===== src/rtl/fetch_pkg.sv =====
// Shared types and constants for the instruction fetch unit.
// Optional build macro recognised by fetch_unit: FETCH_MISALIGN_CHK_EN.
package fetch_pkg;

    localparam logic [31:0] FETCH_RESET_PC  = 32'h0000_0000;
    localparam int          FETCH_BUF_DEPTH = 2;
    localparam int          WADDR_W         = 10;

    typedef enum logic [1:0] {
        ST_IDLE  = 2'd0,
        ST_RUN   = 2'd1,
        ST_FAULT = 2'd2
    } fetch_state_e;

    typedef struct packed {
        logic [31:0] pc;
        logic [31:0] inst;
    } fetch_entry_t;

endpackage : fetch_pkg


===== src/rtl/fetch_buf.sv =====
// Small synchronous FIFO of {pc, instruction} entries between fetch and decode.
// Flush empties the queue in one edge; head reads as zero while empty.
module fetch_buf
    import fetch_pkg::*;
#(
    parameter int DEPTH = FETCH_BUF_DEPTH
) (
    input  logic                         clk,
    input  logic                         rst,
    input  logic                         push,
    input  fetch_entry_t                 push_data,
    input  logic                         pop,
    input  logic                         flush,
    output logic [$clog2(DEPTH+1)-1:0]   count,
    output fetch_entry_t                 head
);

    localparam int PTR_W = (DEPTH > 1) ? $clog2(DEPTH) : 1;
    localparam int CNT_W = $clog2(DEPTH + 1);

    fetch_entry_t           mem [DEPTH];
    logic [PTR_W-1:0]       wr_ptr_q, wr_ptr_d;
    logic [PTR_W-1:0]       rd_ptr_q, rd_ptr_d;
    logic [CNT_W-1:0]       count_q, count_d;

    function automatic logic [PTR_W-1:0] ptr_inc(input logic [PTR_W-1:0] ptr);
        return (ptr == PTR_W'(DEPTH - 1)) ? '0 : ptr + PTR_W'(1);
    endfunction

    always_comb begin
        // NOTE: every combinational output gets a default first so no path infers a latch.
        wr_ptr_d = wr_ptr_q;
        rd_ptr_d = rd_ptr_q;
        count_d  = count_q;
        if (flush) begin
            wr_ptr_d = '0;
            rd_ptr_d = '0;
            count_d  = '0;
        end else begin
            if (push) wr_ptr_d = ptr_inc(wr_ptr_q);
            if (pop)  rd_ptr_d = ptr_inc(rd_ptr_q);
            count_d = count_q + CNT_W'(push) - CNT_W'(pop);
        end
    end

    // NOTE: sequential state uses non-blocking assignments so all flops update together.
    always_ff @(posedge clk) begin
        if (rst) begin
            wr_ptr_q <= '0;
            rd_ptr_q <= '0;
            count_q  <= '0;
        end else begin
            wr_ptr_q <= wr_ptr_d;
            rd_ptr_q <= rd_ptr_d;
            count_q  <= count_d;
        end
    end

    // NOTE: storage is deliberately not reset; count gates every read of it.
    always_ff @(posedge clk) begin
        if (push && !flush) mem[wr_ptr_q] <= push_data;
    end

    assign count = count_q;
    assign head  = (count_q != '0) ? mem[rd_ptr_q] : '0;

endmodule : fetch_buf


===== src/rtl/fetch_unit.sv =====
// Instruction fetch: owns the fetch PC and IDLE/RUN/FAULT control, feeds decode via fetch_buf.
// Define FETCH_MISALIGN_CHK_EN to trap misaligned redirects into a sticky FAULT state.
module fetch_unit
    import fetch_pkg::*;
#(
    parameter logic [31:0] RESET_PC  = FETCH_RESET_PC,
    parameter int          BUF_DEPTH = FETCH_BUF_DEPTH
) (
    input  logic               clk,
    input  logic               rst,
    input  logic               redirect_valid,
    input  logic [31:0]        redirect_pc,
    output logic               imem_re,
    output logic [WADDR_W-1:0] imem_raddr,
    input  logic [31:0]        imem_rdata,
    output logic               if_valid,
    input  logic               if_ready,
    output logic [31:0]        if_inst,
    output logic [31:0]        if_pc,
    output logic               if_fault
);

    localparam int CNT_W = $clog2(BUF_DEPTH + 1);

    fetch_state_e     state_q, state_d;
    logic [31:0]      fetch_pc_q, fetch_pc_d;
    logic [CNT_W-1:0] buf_count;
    fetch_entry_t     buf_head;
    fetch_entry_t     push_entry;
    logic             push, pop, flush;
    logic             fetch_go;

    assign pop        = if_valid && if_ready;
    assign push_entry = '{pc: fetch_pc_q, inst: imem_rdata};

`ifdef FETCH_MISALIGN_CHK_EN
    logic fault_q, fault_d;
`else
    logic unused_redirect_lsbs;
    assign unused_redirect_lsbs = ^redirect_pc[1:0];
`endif

    always_comb begin
        state_d    = state_q;
        fetch_pc_d = fetch_pc_q;
        flush      = 1'b0;
`ifdef FETCH_MISALIGN_CHK_EN
        fault_d    = fault_q;
`endif
        // rst gating keeps imem quiet in the reset cycle even if the state register is in RUN.
        fetch_go = !rst && (state_q == ST_RUN) && !redirect_valid &&
                   ((buf_count < CNT_W'(BUF_DEPTH)) || pop);

        unique case (state_q)
            ST_IDLE: state_d = ST_RUN;
            ST_RUN: begin
                if (redirect_valid) begin
                    flush = 1'b1;
`ifdef FETCH_MISALIGN_CHK_EN
                    if (redirect_pc[1:0] != 2'b00) begin
                        state_d = ST_FAULT;
                        fault_d = 1'b1;
                    end else begin
                        fetch_pc_d = redirect_pc;
                    end
`else
                    fetch_pc_d = {redirect_pc[31:2], 2'b00};
`endif
                end else if (fetch_go) begin
                    fetch_pc_d = fetch_pc_q + 32'd4;
                end
            end
            ST_FAULT: state_d = ST_FAULT;
            default:  state_d = ST_IDLE;
        endcase
    end

    assign push    = fetch_go;
    assign imem_re = fetch_go;

    always_ff @(posedge clk) begin
        if (rst) begin
            state_q    <= ST_IDLE;
            fetch_pc_q <= RESET_PC;
        end else begin
            state_q    <= state_d;
            fetch_pc_q <= fetch_pc_d;
        end
    end

`ifdef FETCH_MISALIGN_CHK_EN
    always_ff @(posedge clk) begin
        if (rst) fault_q <= 1'b0;
        else     fault_q <= fault_d;
    end
    assign if_fault = fault_q;
`else
    assign if_fault = 1'b0;
`endif

    fetch_buf #(
        .DEPTH (BUF_DEPTH)
    ) u_buf (
        .clk       (clk),
        .rst       (rst),
        .push      (push),
        .push_data (push_entry),
        .pop       (pop),
        .flush     (flush),
        .count     (buf_count),
        .head      (buf_head)
    );

    assign imem_raddr = fetch_pc_q[11:2];
    assign if_valid   = (buf_count != '0);
    assign if_inst    = buf_head.inst;
    assign if_pc      = buf_head.pc;

endmodule : fetch_unit


===== config.mk =====
export PLATFORM = sky130hd
export DESIGN_NAME = fetch_unit
export DESIGN_NICKNAME = d
export VERILOG_FILES = /design/src/rtl/fetch_pkg.sv /design/src/rtl/fetch_buf.sv /design/src/rtl/fetch_unit.sv
export SDC_FILE = /design/constraint.sdc
export NUM_CORES = 1
export LEC_CHECK = 0
export CAP_MARGIN = 20
export CORE_AREA = 4 4 129 131
export CTS_CLUSTER_SIZE = 12
export DETAILED_ROUTE_END_ITERATION = 10
export DIE_AREA = 0 0 133 135
export MAX_ROUTING_LAYER = met4
export PLACE_DENSITY = 0.85
export REMOVE_ABC_BUFFERS = 1
export SYNTH_ARGS = -nofsm -noshare
export SYNTH_HDL_FRONTEND = slang
export SYNTH_HIERARCHICAL = 1
export SYNTH_SLANG_ARGS = --single-unit

===== constraint.sdc =====
create_clock -name clk -period 7.35 [get_ports clk]
set_input_delay 1.47 -clock clk [delete_from_list [all_inputs] [get_ports clk]]
set_output_delay 1.47 -clock clk [all_outputs]
set_load 0.03 [all_outputs]

==> flow_metrics.env, run 1 <==
export IMPL_gr_usage_all_layers=0.189
export IMPL_crit_reg2reg_launch="u_buf/count[1]$_SDFF_PP0_"
export IMPL_critPathRequiredTime_ns=5.88
export IMPL_area_growth_pct=28.0
export IMPL_die_h_um=135
export IMPL_stdcell_area_mm2=0.00925
export IMPL_post_route_drc_count=0
export IMPL_core_mm2=0.0156
export IMPL_ys_ff_latch=165
export IMPL_wl_per_cell_um=17.8
export IMPL_initial_core_util=0.463
export IMPL_worstPathArrival_ns=4.22
export IMPL_grt_pass1_vias=5013
export IMPL_clock_skew_ns=0.0116
export IMPL_clk_pin_slew_ns=0.06
export IMPL_maxSlewViolCount=0
export IMPL_row_count=46
export IMPL_avgSynthCellArea_um2=12.4
export IMPL_cap_violations=0
export IMPL_ys_types=50
export IMPL_netlist_top_cells_area="edfxtp_1 (53%), dfxtp_1 (10%), mux2i_1 (9.7%), nor2_1 (4.5%), a21oi_1 (2.1%)"
export IMPL_io_buffers=141
export IMPL_tritoncts="done"
export IMPL_postCtsHoldBufs=0
export IMPL_worstReg2RegEnd="u_buf/mem[1][3]$_DFFE_PP_"
export IMPL_yosysTopAreaCell="edfxtp_1"
export IMPL_nFillCells=1198
export IMPL_worst_slack_ns=1.66
export IMPL_yosysSeqAreaShare=0.635
export IMPL_ys_warnings_count=6
export IMPL_drt_iter0_drc=584
export IMPL_reg2regPathDepth=4
export IMPL_cts_root_buf="clkbuf_16"
export IMPL_dpl_cell_area_mm2=0.00864
export IMPL_cts_buffer_depth=2
export IMPL_die_area_mm2=0.0180
export IMPL_synthCells=580
export IMPL_finalCriticalPeriod_ns=5.69
export IMPL_async_flop_share=0
export IMPL_dr_pass1_iters=8
export IMPL_dp_hpwl_mm=10.8
export IMPL_gp_congestion=0.874
export IMPL_critPathKind="input port to output pin"
export IMPL_h_tree_depth=4
export IMPL_cp_end_kind="output pin"
export IMPL_ant_nets=0
export IMPL_p_leak_uw=0.00300
export IMPL_critPathLaunchType="input port"
export IMPL_n_antenna_cell=0
export IMPL_setup_viol=0
export IMPL_synthFlopType="edfxtp_1"
export IMPL_synthDominantCellAreaShare=0.532
export IMPL_min_delay_start="state_q[0]$_SDFFE_PP0P_"
export IMPL_antenna_found_initial=0
export IMPL_syn_area_mm2=0.00722
export IMPL_vias=5084
export IMPL_grt_max_degree=65
export IMPL_min_delay_path_class="flop to flop"
export IMPL_tightest_slew_ns=1.00
export IMPL_grt_pass1_wl_mm=25.9
export IMPL_wl_mm=16.6
export IMPL_hold_depth=1
export IMPL_cts_sinks=165
export IMPL_powerDensity_mw_per_mm2=243
export IMPL_num_nets_final=775
export IMPL_relSlewSlack=0.333
export IMPL_ir_drop_mv=0.188
export IMPL_numCtsBuffers=17
export IMPL_hold_slack_ns=0.442
export IMPL_post_cts_setup_buffers=0
export IMPL_synth_edf_count=128
export IMPL_regToRegSetupSlack_ns=4.13
export IMPL_grt_setup_unrepaired="false"
export IMPL_worstHoldEndpoint="state_q[1]$_SDFFE_PP0P_"
export IMPL_period_share=0.774
export IMPL_cp_max_fo=39
export IMPL_die_w_um=133
export IMPL_num_io_pins=145
export IMPL_post_place_ws_ns=1.73
export IMPL_cts_resized=0
export IMPL_drive_gt1_frac=0.0628
export IMPL_worstSkewPairLatency_ns=0.42
export IMPL_hold_viol=0
export IMPL_clock_fmax_mhz=176
export IMPL_avgViaCountPerCell=5.45
export IMPL_gr_total_overflow=0
export IMPL_outcome="complete, no violations"
## through the flow
step | setup TNS [ns] | util | power [µW] | instances
4_1_cts | 0 | 0.590 | 2260 | 931
6_report | 0 | 0.593 | 2250 | 933
5_1_grt | 0 | 0.593 | 2320 | 933
2_1_floorplan | -58.52 | - | 1260 | 536
3_5_place_dp | 0 | 0.554 | 1420 | 899
3_3_place_gp | 0 | 0.554 | 1410 | 899
## worst max path at each step
| stage | cells past startpoint | from | slack [ns] | endpoint |
|---|---|---|---|---|
| after floorplan | 3 | redirect_valid | -0.91 | u_buf/mem[0][0]$_DFFE_PP_ |
| after global placement | 5 | rst | 1.80 | imem_re |
| after detailed placement | 5 | rst | 1.73 | imem_re |
| after CTS | 5 | rst | 1.70 | imem_re |
| after global routing | 5 | rst | 1.54 | imem_re |
| final | 5 | rst | 1.66 | imem_re |
## cell type report
class | count | area, µm² | share of cell area
repair buffers | 149 | 1490 | 0.161
multi-input cells | 363 | 2300 | 0.249
flip-flops and latches | 165 | 4590 | 0.496
clock buffers | 28 | 519 | 0.0562
well taps | 216 | 270 | 0.0292
clock inverters | 4 | 45.0 | 0.00487
inverters | 8 | 30.0 | 0.00325
## power by group
group	leakage [µW]	switching (µW)	total [µW]	internal [µW]
clock network	0.000277	331	846	515
logic	0.00127	199	346	147
registers	0.00146	26.5	1060	1030
## critical path, stage by stage
cell and delay (ns):
clkdlybuf4s50_1 0.39, buf_4 0.26, or2_2 0.42, nor3_1 0.83, clkdlybuf4s50_1 0.84
## cell usage after synthesis (3+ instances only)
master      n
nand2_1    29
edfxtp_1  128
a31oi_1     7
a21oi_1    30
o311ai_0    6
and3_1     14
a211oi_1    3
nor3b_1     3
mux2i_1    70
clkbuf_1    9
nor3_2      3
nand3_1    14
nor3_1     10
and2_1      3
nand4_1     8
ha_1        3
o22ai_1     9
buf_4      15
and4_1      4
nor2_1     87
o21ai_0    14
dfxtp_1    37
a32o_1      4
buf_2      13
nor4_1      5
inv_1       7
buf_8       6
o31ai_1     6
## sequential cells by signal, summed over array words and instances, names as in the netlist, named ones only
name            count
state_q             2
fetch_pc_q         30
u_buf/count         2
u_buf/rd_ptr_q      1
u_buf/mem         128
u_buf/wr_ptr_q      1
## metal layers
layer	GRT usage	up-vias	part of all wire
met2	0.308	248	0.50
li1	-	2392	-
met4	0.0843	0	0.027
met5	-	-	0
met1	0.225	2402	0.40
met3	0.0466	42	0.069
## layout by cell type (no fill, tap or decap), types with 7 or more instances in the layout
| cell | instances |
|---|---|
| mux2i_1 | 70 |
| inv_1 | 7 |
| a31oi_1 | 7 |
| nand3_1 | 14 |
| nor2_1 | 87 |
| clkbuf_1 | 8 |
| nand4_1 | 8 |
| clkbuf_16 | 19 |
| o21ai_0 | 14 |
| and3_1 | 14 |
| nor3_1 | 10 |
| dfxtp_1 | 36 |
| nand2_1 | 29 |
| edfxtp_1 | 128 |
| clkdlybuf4s50_1 | 140 |
| o22ai_1 | 9 |
| a21oi_1 | 30 |
## logic make-up (layout without fill, tap and decap cells)
| kind of cell | count (synthesis) | after routing | share of synthesized area |
|---|---|---|---|
| AO/OA/AOI/OAI | 88 | 88 | 0.0776 |
| XOR/XNOR | 3 | 3 | 0.00555 |
| adder cells (fa/ha/maj) | 3 | 3 | 0.00520 |
| buffers and inverters | 56 | 189 | 0.0499 |
| flip-flops | 165 | 165 | 0.635 |
| multiplexers | 70 | 70 | 0.0970 |
| other | 1 | 5 | 0.000519 |
| AND/OR/NAND/NOR | 194 | 194 | 0.129 |
(Power assumes the default switching activity.)
==> run 2: changes to the inputs <==
- CORE_AREA: 4 4 129 131 -> 4 4 126 128
- DIE_AREA: 0 0 133 135 -> 0 0 130 132
- clock period: 7.35 -> 5.3 ns (I/O delays scaled with it)
==> flow_metrics.env, run 2 (synthesized netlist as in run 1, its figures left out) <==
export IMPL_period_share=0.711
export IMPL_grt_pass1_wl_mm=25.8
export IMPL_power_frac_clock=0.405
export IMPL_hold_viol=0
export IMPL_ir_drop_mv=0.255
export IMPL_cp_buffers_inverters=4
export IMPL_core_mm2=0.0149
export IMPL_grt_setup_unrepaired="false"
export IMPL_final_common_cell="clkdlybuf4s50_1"
export IMPL_cts_sinks=165
export IMPL_num_io_pins=145
export IMPL_netSwitchingFraction=0.255
export IMPL_clock_skew_ns=0.00805
export IMPL_largest_register="u_buf/mem"
export IMPL_cp_end_kind="output pin"
export IMPL_die_area_mm2=0.0172
export IMPL_worstSkewPairLatency_ns=0.43
export IMPL_num_nets_final=775
export IMPL_clock_fmax_mhz=266
export IMPL_h_tree_depth=4
export IMPL_nFillCells=1114
export IMPL_critPathLaunchType="input port"
export IMPL_p_leak_uw=0.00305
export IMPL_crit_family="buffers and inverters"
export IMPL_tightest_slew_ns=1.09
export IMPL_drive_gt1_frac=0.0753
export IMPL_dp_hpwl_mm=10.8
export IMPL_p_seq_frac=0.448
export IMPL_maxSlewViolCount=0
export IMPL_die_h_um=132
export IMPL_finalCriticalPeriod_ns=3.77
export IMPL_gp_congestion=0.866
export IMPL_grt_max_degree=65
export IMPL_tritoncts="done"
export IMPL_post_place_ws_ns=1.49
export IMPL_antenna_found_initial=0
export IMPL_area_growth_pct=29.0
export IMPL_ant_nets=0
export IMPL_comb_power_share=0.146
export IMPL_cp_max_fo=39
export IMPL_finish_utilization=0.627
export IMPL_slowest_stage="or2_2"
export IMPL_largest_reg_flops=128
export IMPL_clk_pin_slew_ns=0.07
export IMPL_die_w_um=130
export IMPL_powerDensity_mw_per_mm2=351
export IMPL_hold_slack_ns=0.441
export IMPL_critPathKind="input port to output pin"
export IMPL_top_regs="u_buf/mem (128), fetch_pc_q (30)"
export IMPL_postCtsHoldBufs=0
export IMPL_cts_root_buf="clkbuf_16"
export IMPL_gr_total_overflow=0
export IMPL_internal_power_uw=2440
export IMPL_worstPathArrival_ns=2.71
export IMPL_wl_per_cell_um=18.2
export IMPL_min_delay_path_class="flop to flop"
export IMPL_n_antenna_cell=0
export IMPL_drt_iter0_drc=571
export IMPL_critPathRequiredTime_ns=4.24
export IMPL_gr_usage_all_layers=0.198
export IMPL_numCtsBuffers=17
export IMPL_io_buffers=141
export IMPL_post_cts_setup_buffers=0
export IMPL_cts_resized=0
export IMPL_critPathMostFrequentCell="buf_4"
export IMPL_multiInputGateArea_mm2=0.00230
export IMPL_worst_slack_ns=1.53
export IMPL_grt_pass1_vias=5021
export IMPL_dr_pass1_iters=5
export IMPL_row_count=45
export IMPL_wl_mm=16.5
export IMPL_ff_latch_area_mm2=0.00459
export IMPL_setup_viol=0
export IMPL_avgViaCountPerCell=5.64
export IMPL_cts_buffer_depth=2
export IMPL_fin_tns_setup_ns=0
export IMPL_relSlewSlack=0.274
export IMPL_cp_slowest_stage_delay_ns=0.42
export IMPL_crit_chain="clkdlybuf4s50_1 > buf_4 > or2_2 > nor3_1 > buf_4 > buf_12"
export IMPL_layout_common_cells="clkdlybuf4s50_1 (139), edfxtp_1 (128), nor2_1 (87), mux2i_1 (70), dfxtp_1 (36)"
export IMPL_post_route_drc_count=0
export IMPL_vias=5103
export IMPL_cap_violations=0
export IMPL_totalPowerFinal_uw=3270
export IMPL_initial_core_util=0.486
export IMPL_outcome="complete, no violations"
export IMPL_power_switching_uw=833
[run 2: changes by cell type in the layout (fill, tap and decap cells not counted), moves of 2 or more]
cell and change:
bufinv_16 +3, clkbuf_16 -2, buf_12 +2, clkinv_4 +3, inv_8 +3, clkbuf_1 -8
inv_6 +3
[run 2: power groups by stage]
| stage | combinational (µW) | sequential [µW] | clock, µW |
|---|---|---|---|
| after floorplan | 247 | 1500 | 0 |
| after global placement | 454 | 1500 | 0 |
| after detailed placement | 466 | 1500 | 0 |
| after CTS | 469 | 1480 | 1340 |
| after global routing | 510 | 1470 | 1410 |
| final | 479 | 1470 | 1330 |
[run 2: metrics by stage]
step	cell area (µm²)	cells
2_1_floorplan	6910	536
3_3_place_gp	8630	871
3_5_place_dp	8630	871
4_1_cts	9270	903
5_1_grt	9310	905
6_report	9310	905
[run 2: area by class of cell]
type	count	area share
clock inverters	15	0.0232
well taps	188	0.0253
inverters	8	0.00322
multi-input cells	363	0.247
repair buffers	149	0.163
clock buffers	17	0.0457
flip-flops and latches	165	0.493
[run 2: metal layers]
metal,wire length (µm),GRT usage,vias up
li1,-,-,2402
met5,0,-,-
met4,354,0.0733,0
met2,8130,0.309,258
met1,6700,0.248,2417
met3,1320,0.0506,26
[run 2: final timing paths]
check,startpoint,end,slack [ns],depth (start not counted)
min,state_q[0]$_SDFFE_PP0P_,state_q[1]$_SDFFE_PP0P_,0.44,1
max,rst,imem_re,1.53,6
min reg2reg,state_q[0]$_SDFFE_PP0P_,state_q[1]$_SDFFE_PP0P_,0.44,1
max reg2reg,state_q[0]$_SDFFE_PP0P_,u_buf/mem[1][53]$_DFFE_PP_,2.65,5
